`src/rtl/mmu_bus_bridge_pkg.sv`:
```
// Shared types and constants for the multi-channel MMU bus bridge.
// Holds sequencer state encodings and requester-visible fault codes.
package mmu_bus_bridge_pkg;

  typedef logic [1:0] bridge_state_t;

  localparam bridge_state_t S_IDLE         = 2'd0;
  localparam bridge_state_t S_CONVERT_ADDR = 2'd1;
  localparam bridge_state_t S_BUS          = 2'd2;
  localparam bridge_state_t S_DONE         = 2'd3;

  localparam logic [1:0] FAULT_TLB_MISS     = 2'd0;
  localparam logic [1:0] FAULT_TLB_MODIFIED = 2'd1;
  localparam logic [1:0] FAULT_TLB_INVALID  = 2'd2;
  localparam logic [1:0] FAULT_BUS_TIMEOUT  = 2'd3;

  // Access types with this bit set are stores; others are loads.
  localparam int AT_WR_BIT = 2;

  localparam logic [31:0] KSEG_MASK = 32'h1FFF_FFFF;

  function automatic logic [1:0] tlb_code(
    input logic miss,
    input logic inv
  );
    if (miss)     return FAULT_TLB_MISS;
    else if (inv) return FAULT_TLB_INVALID;
    else          return FAULT_TLB_MODIFIED;
  endfunction

endpackage

```
`src/rtl/mmu_bus_bridge_rr_arbiter.sv`:
```
// Round-robin arbiter: first requester at or after the pointer wins.
// Produces a one-hot grant plus its index.
module rr_arbiter #(
  parameter int NUM_CH = 2,
  parameter int IDX_W  = 1
) (
  input  logic [NUM_CH-1:0] i_req,
  input  logic [IDX_W-1:0]  i_ptr,
  output logic [NUM_CH-1:0] o_gnt,
  output logic [IDX_W-1:0]  o_idx,
  output logic              o_valid
);

  logic [2*NUM_CH-1:0] w_dbl;
  logic [NUM_CH-1:0]   w_rot;
  logic [IDX_W:0]      w_sum;

  always_comb begin
    w_dbl   = {i_req, i_req} >> i_ptr;
    w_rot   = w_dbl[NUM_CH-1:0];
    o_valid = |w_rot;
    w_sum   = '0;
    // Walk downward so the lowest rotated position wins.
    for (int j = NUM_CH - 1; j >= 0; j--) begin
      if (w_rot[j]) w_sum = {1'b0, i_ptr} + (IDX_W+1)'(j);
    end
    if (w_sum >= (IDX_W+1)'(NUM_CH))
      w_sum = w_sum - (IDX_W+1)'(NUM_CH);
    o_idx = w_sum[IDX_W-1:0];
    o_gnt = o_valid ? (NUM_CH'(1) << o_idx) : '0;
  end

endmodule

```
`src/rtl/mmu_bus_bridge.sv`:
```
// Arbitrates NUM_CH requesters, translates via MMU (or kseg bypass),
// runs one external bus transaction and returns data or a fault.
module mmu_bus_bridge
  import mmu_bus_bridge_pkg::*;
#(
  parameter int NUM_CH      = 2,
  parameter int ADDR_W      = 32,
  parameter int DATA_W      = 32,
  parameter int AT_W        = 3,
  parameter int TIMEOUT     = 255,
  parameter int KSEG_BYPASS = 1
) (
  input  logic                     clk,
  input  logic                     res,
  input  logic [NUM_CH*AT_W-1:0]   ch_accessType,
  input  logic [NUM_CH*ADDR_W-1:0] ch_addr,
  input  logic [NUM_CH*DATA_W-1:0] ch_dataOut,
  output logic [DATA_W-1:0]        ch_dataIn,
  output logic [NUM_CH-1:0]        ch_ready,
  output logic [NUM_CH-1:0]        ch_fault,
  output logic [1:0]               ch_faultCode,
  output logic [ADDR_W-1:0]        mmu_vAddr,
  output logic                     mmu_addrValid,
  input  logic [ADDR_W-1:0]        mmu_pAddr,
  input  logic                     mmu_ready,
  input  logic                     mmu_tlbMiss,
  input  logic                     mmu_tlbModified,
  input  logic                     mmu_tlbInvalid,
  output logic [ADDR_W-1:0]        db_addr,
  output logic [DATA_W-1:0]        db_dataOut,
  input  logic [DATA_W-1:0]        db_dataIn,
  input  logic                     db_ready,
  output logic [AT_W-1:0]          db_accessType,
  output logic                     busy
);

  localparam int IDX_W = (NUM_CH > 1) ? $clog2(NUM_CH) : 1;
  localparam int CNT_W = 10;

  bridge_state_t     r_state;
  logic [IDX_W-1:0]  r_ptr;
  logic [IDX_W-1:0]  r_idx;
  logic [NUM_CH-1:0] r_gnt;
  logic [ADDR_W-1:0] r_vaddr;
  logic [ADDR_W-1:0] r_paddr;
  logic [AT_W-1:0]   r_at;
  logic [DATA_W-1:0] r_wdata;
  logic [DATA_W-1:0] r_rdata;
  logic [CNT_W-1:0]  r_cnt;
  logic [NUM_CH-1:0] r_fault;
  logic [1:0]        r_code;

  logic [AT_W-1:0]   w_at   [NUM_CH];
  logic [ADDR_W-1:0] w_addr [NUM_CH];
  logic [DATA_W-1:0] w_wd   [NUM_CH];
  logic [NUM_CH-1:0] w_req;
  logic [NUM_CH-1:0] w_gnt;
  logic [IDX_W-1:0]  w_idx;
  logic              w_valid;
  logic [IDX_W-1:0]  w_nptr;
  logic              w_cur;
  logic              w_bypass;
  logic              w_mmu_flt;
  logic              w_tmo;
  logic              w_bus;

  // A channel whose fault is pulsing still holds its request this cycle.
  always_comb begin
    for (int c = 0; c < NUM_CH; c++) begin
      w_at[c]   = ch_accessType[c*AT_W +: AT_W];
      w_addr[c] = ch_addr[c*ADDR_W +: ADDR_W];
      w_wd[c]   = ch_dataOut[c*DATA_W +: DATA_W];
      w_req[c]  = (|w_at[c]) & ~r_fault[c];
    end
  end

  rr_arbiter #(
    .NUM_CH (NUM_CH),
    .IDX_W  (IDX_W)
  ) u_arb (
    .i_req   (w_req),
    .i_ptr   (r_ptr),
    .o_gnt   (w_gnt),
    .o_idx   (w_idx),
    .o_valid (w_valid)
  );

  assign w_nptr = (w_idx == IDX_W'(NUM_CH - 1)) ? '0 : w_idx + 1'b1;
  assign w_cur  = |w_at[r_idx];
  assign w_bypass = (KSEG_BYPASS != 0) && (ADDR_W == 32)
                 && (r_vaddr[ADDR_W-1 -: 2] == 2'b10);
  assign w_mmu_flt = mmu_tlbMiss | mmu_tlbModified | mmu_tlbInvalid;
  assign w_tmo = (r_cnt == CNT_W'(TIMEOUT - 1));
  assign w_bus = (r_state == S_BUS);

  assign mmu_addrValid = (r_state == S_CONVERT_ADDR) && !w_bypass && w_cur;
  assign mmu_vAddr     = mmu_addrValid ? r_vaddr : '0;
  assign db_addr       = w_bus ? r_paddr : '0;
  assign db_dataOut    = w_bus ? r_wdata : '0;
  assign db_accessType = w_bus ? r_at : '0;
  assign ch_ready      = (r_state == S_DONE) ? r_gnt : '0;
  assign ch_fault      = r_fault;
  assign ch_faultCode  = r_code;
  assign ch_dataIn     = r_rdata;
  assign busy          = (r_state != S_IDLE);

  always_ff @(posedge clk or negedge res) begin
    if (!res) begin
      r_state <= S_IDLE;
      r_ptr   <= '0;
      r_idx   <= '0;
      r_gnt   <= '0;
      r_vaddr <= '0;
      r_paddr <= '0;
      r_at    <= '0;
      r_wdata <= '0;
      r_rdata <= '0;
      r_cnt   <= '0;
      r_fault <= '0;
      r_code  <= '0;
    end else begin
      r_fault <= '0;
      unique case (r_state)
        S_IDLE: begin
          if (w_valid) begin
            r_idx   <= w_idx;
            r_gnt   <= w_gnt;
            r_vaddr <= w_addr[w_idx];
            r_at    <= w_at[w_idx];
            r_wdata <= w_wd[w_idx];
            r_ptr   <= w_nptr;
            r_state <= S_CONVERT_ADDR;
          end
        end
        S_CONVERT_ADDR: begin
          if (!w_cur) begin
            r_state <= S_IDLE;
          end else if (w_bypass) begin
            r_paddr <= r_vaddr & ADDR_W'(KSEG_MASK);
            r_cnt   <= '0;
            r_state <= S_BUS;
          end else if (mmu_ready) begin
            if (w_mmu_flt) begin
              r_fault <= r_gnt;
              r_code  <= tlb_code(mmu_tlbMiss, mmu_tlbInvalid);
              r_state <= S_IDLE;
            end else begin
              r_paddr <= mmu_pAddr;
              r_cnt   <= '0;
              r_state <= S_BUS;
            end
          end
        end
        S_BUS: begin
          if (db_ready) begin
            if (!r_at[AT_WR_BIT]) r_rdata <= db_dataIn;
            r_cnt   <= '0;
            r_state <= S_DONE;
          end else if (w_tmo) begin
            r_fault <= r_gnt;
            r_code  <= FAULT_BUS_TIMEOUT;
            r_cnt   <= '0;
            r_state <= S_IDLE;
          end else begin
            r_cnt <= r_cnt + 1'b1;
          end
        end
        S_DONE: r_state <= S_IDLE;
        default: r_state <= S_IDLE;
      endcase
    end
  end

endmodule

```
`config.mk`:
```
export PLATFORM = sky130hd
export DESIGN_NAME = mmu_bus_bridge
export DESIGN_NICKNAME = d
export VERILOG_FILES = /design/src/rtl/mmu_bus_bridge_pkg.sv /design/src/rtl/mmu_bus_bridge_rr_arbiter.sv /design/src/rtl/mmu_bus_bridge.sv
export SDC_FILE = /design/constraint.sdc
export NUM_CORES = 1
export LEC_CHECK = 0
export CORE_ASPECT_RATIO = 0.7
export CORE_MARGIN = 4
export CORE_UTILIZATION = 40
export DETAILED_ROUTE_END_ITERATION = 8
export DONT_BUFFER_PORTS = 1
export HOLD_SLACK_MARGIN = 0.15
export PLACE_DENSITY = 0.53
export SLEW_MARGIN = 20
export SYNTH_ARGS = -nofsm -noshare
export SYNTH_HDL_FRONTEND = slang
export SYNTH_SLANG_ARGS = --single-unit
```
`constraint.sdc`:
```
create_clock -name clk -period 2.14 [get_ports clk]
set_clock_uncertainty 0.05 [all_clocks]
set_input_delay 0.535 -clock clk [delete_from_list [all_inputs] [get_ports clk]]
set_output_delay 0.535 -clock clk [all_outputs]
set_load 0.02 [all_outputs]
```
Word-level counts from Yosys, hierarchy flattened:

Index checks and enable logic that the tools add are counted.

* multipliers: 0
* reductions and logical operators: 17
* bitwise operators: 9
* equal/unequal tests: 17
* shift operators: 2
* div/mod/pow operators: 0
* $add $sub $neg: 4
* muxes and demuxes: 55
* $lt $le $gt $ge: 3

Operator list (number)
* 32-bit two-way mux: 12
* 10-bit two-way mux: 6
* 2-bit two-way mux: 24
* 3-bit two-way mux: 7
* 10-bit one-hot mux with 2 select lines: 1
* 2-bit inequality test, second input constant: 7
* 10-bit by 1-bit adder with 10-bit output, second input constant: 1
* 10-bit by 8-bit == test with 1-bit output, second input constant: 1
* 3-bit inequality test, second input constant: 3
* 3-bit OR reduction: 3
* 2-bit one-hot mux with 2 select lines: 2
* 2-bit one-hot mux with 4 select lines: 1
* 4-bit AND reduction: 2
* 7-bit AND reduction: 1
* 2-bit == test, second input constant: 3
* 2-bit >= comparator, second input constant: 3
* 3-bit AND reduction: 2
* 2-bit nonzero test: 3
* 4-bit inequality test, second input constant: 1
* 1-bit inverter with 2-bit output: 2
* 4-bit by 1-bit >> shifter with 2-bit output: 1
* 1-bit inverter: 3
* 1-bit by 1-bit adder with 2-bit output, second input constant: 1
* 1-bit AND: 2
* other kinds (12): 15

* memories: 0
* bits in read-only memories: 0
* bits in latches: 0
* logic and storage cells: 119
* memory bits (writable): 0
* register bits: 151
* output and inout bits: 139
* input bits: 205

Longest topological paths before layout:

* depth after elaboration: 11
* gate-level depth with buffers: 8
* mapped depth without buffers: 7

Cells and area by module:

A second synthesis with hierarchy kept.

* cells, all modules: 756
* area, all modules: 7644.8 um^2

By module, submodules not included
* mmu_bus_bridge: times used 1, cells each 751, area an instance 7612.3 um^2, sequential area each 3778.6 um^2
* rr_arbiter: times used 1, cells each 5, area an instance 32.5 um^2, sequential area each 0.0 um^2

Least setup slack after synthesis:

No wires, ideal clock.

* path type: input -> output
* start point: in ch_accessType[3]
* end point: out mmu_vAddr[21]
* cell stages on the path: 4
* path buffers: 1
* setup slack: -0.305 ns
* required time: 1.555 ns
* data arrival time: 1.860 ns
* path through: nor4b_1 -> nor4_1 -> clkbuf_1 -> and2_1

* longest elaborated chain between the ends: 6

Ends and longest elaborated chain
* start, declared: RTL line mmu_bus_bridge.sv:15 `input logic [NUM_CH*AT_W-1:0] ch_accessType,`
* 3-bit two-way mux (not written as such) (3 in a row): RTL line mmu_bus_bridge.sv:89 `assign w_cur = |w_at[r_idx];`
* 3-bit OR reduction: RTL line mmu_bus_bridge.sv:89
* 1-bit logical AND: RTL line mmu_bus_bridge.sv:96 `assign mmu_addrValid = (r_state == S_CONVERT_ADDR) && !w_bypass && w_cur;`
* net mmu_addrValid: RTL line mmu_bus_bridge.sv:23 `output logic mmu_addrValid,`
* 32-bit two-way mux: RTL line mmu_bus_bridge.sv:97 `assign mmu_vAddr = mmu_addrValid ? r_vaddr : '0;`
* end, declared: RTL line mmu_bus_bridge.sv:22 `output logic [ADDR_W-1:0] mmu_vAddr,`

The timed path passes the listed nets, and every way through them passes these cells. The select of a mux whose other input is x is not followed.

Worst setup path in the final report:

* start point: reg r_state[1]
* end point: out mmu_vAddr[4]

* longest elaborated chain between the ends: 4

Ends and longest elaborated chain
* start, declared: RTL line mmu_bus_bridge.sv:40 `bridge_state_t r_state;`
* start signal, assigned: RTL line mmu_bus_bridge.sv:109 `r_state <= S_IDLE;`
* start signal, assigned: RTL line mmu_bus_bridge.sv:132 `r_state <= S_CONVERT_ADDR;`
* start signal, assigned: RTL line mmu_bus_bridge.sv:137 `r_state <= S_IDLE;`
* 2-bit by 1-bit == test with 1-bit output: RTL line mmu_bus_bridge.sv:96
* 1-bit logical AND (2 in a row): RTL line mmu_bus_bridge.sv:96
* 32-bit two-way mux: RTL line mmu_bus_bridge.sv:97

No other way between the ends.

==> impl_metrics.yaml <==
outcome:
  status: "complete, but fails checks"
  violations: "hold timing, setup timing"
timing:
  finalCritPeriodShare_pct: 117
  finalHoldWorstSlack_ns: -0.250
  setup_viol: 100
  drv_slew: 0
  worst_pin_slew_ns: 0.520
  fin_setup_tns_ns: -21.69
  max_freq_mhz: 400
  layout_setup_ws_ns: -0.358
  slew_headroom_pct: 65.3
  finalHoldViolCount: 149
  period_needed_ns: 2.50
  rsz0062_at_grt: "true"
die:
  core_sq_um: 17500
  die_w_microns: 169
  io_pins: 344
  start_util_pct: 41.5
  core.rowCount: 40
  dieArea_sq_um: 20500
  fp.dieH_microns: 121
finish:
  syn2layout_area_growth_pct: 26.0
  most-common-layout-cells: "dfrtp_1 (147), and2_4 (98), a21o_1 (70), a22o_1 (67), nand2_1 (46)"
  drive_above_1_share_pct: 34.8
  layout.nets: 905
  layout_commonest_cell: "dfrtp_1"
  antenna_cells: 0
global_routing:
  grt_max_degree: 150
  grt-ovfl-total: 0
  grt_first_pass_wirelength_microns: 34400
  grt_pass1_vias: 5707
  track_usage_pct: 21.7
  antenna_found_initial: 0
clocking:
  cts.path.max_buffers: 2
  path_clk_slew_ns: 0.07
  cts_tree: "done"
  insertion_delay_ns: 0.43
  ctsRootBufferMaster: "clkbuf_16"
  numCtsBuffers: 17
  cts_sinks: 149
  cts_max_level: 4
power_and_ir_drop:
  power_switching_uw: 6300
  clockPowerShare_pct: 19.3
  pwr-share-seq_pct: 34.4
  swShare_pct: 39.8
  p_leak_uw: 0.00455
  p_per_area_nw_per_um2: 1730
  p_int_uw: 9530
  power_frac_comb_pct: 46.3
  peakVddDrop_mv: 1.44
worst_setup_path:
  endpoint_kind: "output pin"
  crit_path_top_delay_cell: "dfrtp_1"
  worstPathRequired_ns: 1.55
  critPathTopFamily: "simple AND/OR/NAND/NOR gates"
  worstPathArrival_ns: 1.91
  crit_buf_inv: 4
  worstPathMaxFanout: 8
  max_stage_delay_ns: 0.39
  startpoint_type: "register"
  worstPathCellList: "inv_2, ha_4, inv_4, nor4_4, buf_6, buf_12, and2_4"
  critical_path_class: "reg2out"
logic_synthesis:
  synthAdderAreaFrac_pct: 1.03
  yosys-mux-area-fraction_pct: 9.39
  ys_ff_latch: 149
  ys_types: 42
  synth_compound_area_share_pct: 20.9
  netlist_instances: 667
  async_reset_ff_share_pct: 100
  ys_seq_area_share_pct: 51.2
  yosysWarnings: 0
  synth_top_family_by_area: "compound AO/OA/AOI/OAI gates"
  synth_edf_count: 0
  syn_area_sq_um: 7280
  synth_ff_type: "dfrtp_1"
  syn-num-nets: 878
  syn_avg_cell_area_sq_um: 10.9
  synth_xor_area_share_pct: 0
  synthSimpleGateAreaFrac_pct: 14.6
min_path:
  worstHoldPathType: "in2async"
detailed_routing:
  drt_pass1_iterations: 5
  wl_microns: 23500
  drc: 0
  wl_per_cell_microns: 25.0
  vias: 5464
  drt_iter0_drc: 331
  via_per_inst: 5.83
  ant_nets: 0
placed_design:
  portBuffers: 0
  place.gp.congestion: 0.846
  dp_hpwl_microns: 16000
flow_run:
  max_cap_violations: 0
layout make-up:
| class | count | area, sq um |
|---|---|---|
| multi-input combinational | 464 | 3750 |
| clock inverter | 15 | 170 |
| timing repair buffer | 55 | 777 |
| fill | 1551 | 8340 |
| inverter | 7 | 31.3 |
| tap | 231 | 289 |
| clock buffer | 17 | 425 |
| sequential | 149 | 3730 |
power by group through the flow:
stage	logic [uW]	registers, uW	clock network (uW)
3_3_place_gp	5990	5350	0
5_1_grt	7910	5590	3240
6_report	7320	5450	3060
4_1_cts	7120	5430	3120
3_5_place_dp	6140	5390	0
2_1_floorplan	4640	5060	0
layer usage:
layer / GRT usage, % / part of all wire, %
met1: 28.7 / 43
met2: 35.1 / 49
met3: 6.15 / 6.7
met4: 6.44 / 1.6
met5: 0 / 0
state kept, by name, summed over array words and instances (netlist names), 3 cells and up:
| name | count |
|---|---|
| r_cnt | 10 |
| r_paddr | 32 |
| r_at | 3 |
| r_wdata | 32 |
| r_vaddr | 32 |
| ch_dataIn | 32 |
path summary, 6_finish.rpt:
kind                                      from            end  slack (ns)  cells past startpoint
max in group asynchronous                  res  ch_dataIn[15]        1.83                      0
min in group clk                ch_dataOut[19]    r_wdata[19]        0.17                      1
worst max-delay path                r_state[1]   mmu_vAddr[4]       -0.36                      7
worst min register to register     r_paddr[31]    r_paddr[31]        0.42                      2
worst max register to register      r_state[0]    r_vaddr[12]        0.05                      8
worst min-delay path                       res    r_vaddr[24]       -0.25                      0
stage by stage:
stage                     utilization, %  cells  setup slack (ns)  cell area (sq um)  power (uW)
final                               52.4    938            -0.358               9170       15800
after global routing                52.4    938            -0.427               9170       16700
after CTS                           50.8    927            -0.401               8900       15700
after detailed placement            44.6    880            -0.167               7810       11500
after global placement              44.6    880            -0.103               7810       11300
after floorplan                        -    667           -0.0827               7320        9700
logic make-up (layout without fill, tap and decap cells):
family | count (synthesis) | count (layout)
muxes | 64 | 64
DFF | 149 | 149
and+or+nand+nor | 195 | 195
buffers and inverters | 54 | 94
AOI/OAI and AO/OA | 199 | 199
adders and majority gates | 6 | 6
cells in the mapped netlist (all sizes together) (2+ instances only):
master,n,share of area [%]
mux2i,30,4.1
nor2b,4,0.34
buf,8,0.46
ha,6,1.0
mux2,34,5.3
dfrtp,149,51
nor4,2,0.17
nor2,15,0.77
nand2,47,2.4
and2,102,8.8
a22o,67,8.1
clkbuf,39,2.0
a21oi,4,0.28
nor3,7,0.48
nand2b,2,0.17
o41ai,3,0.36
a21o,70,7.2
o31ai,4,0.48
inv,7,0.36
and3,2,0.17
a2111oi,2,0.58
a211o,2,0.24
nand3,6,0.41
o21ai,41,2.8
repair_timing:
item                                   4_1_cts  5_1_grt
endpoints found under the hold margin      149      151
resized for setup                          202       22
cloned                                       5        8
buffers inserted                            10        4
setup endpoints to repair                  100      105
pin swaps                                    3       10
No activity file was read; power rests on OpenSTA's default activity.
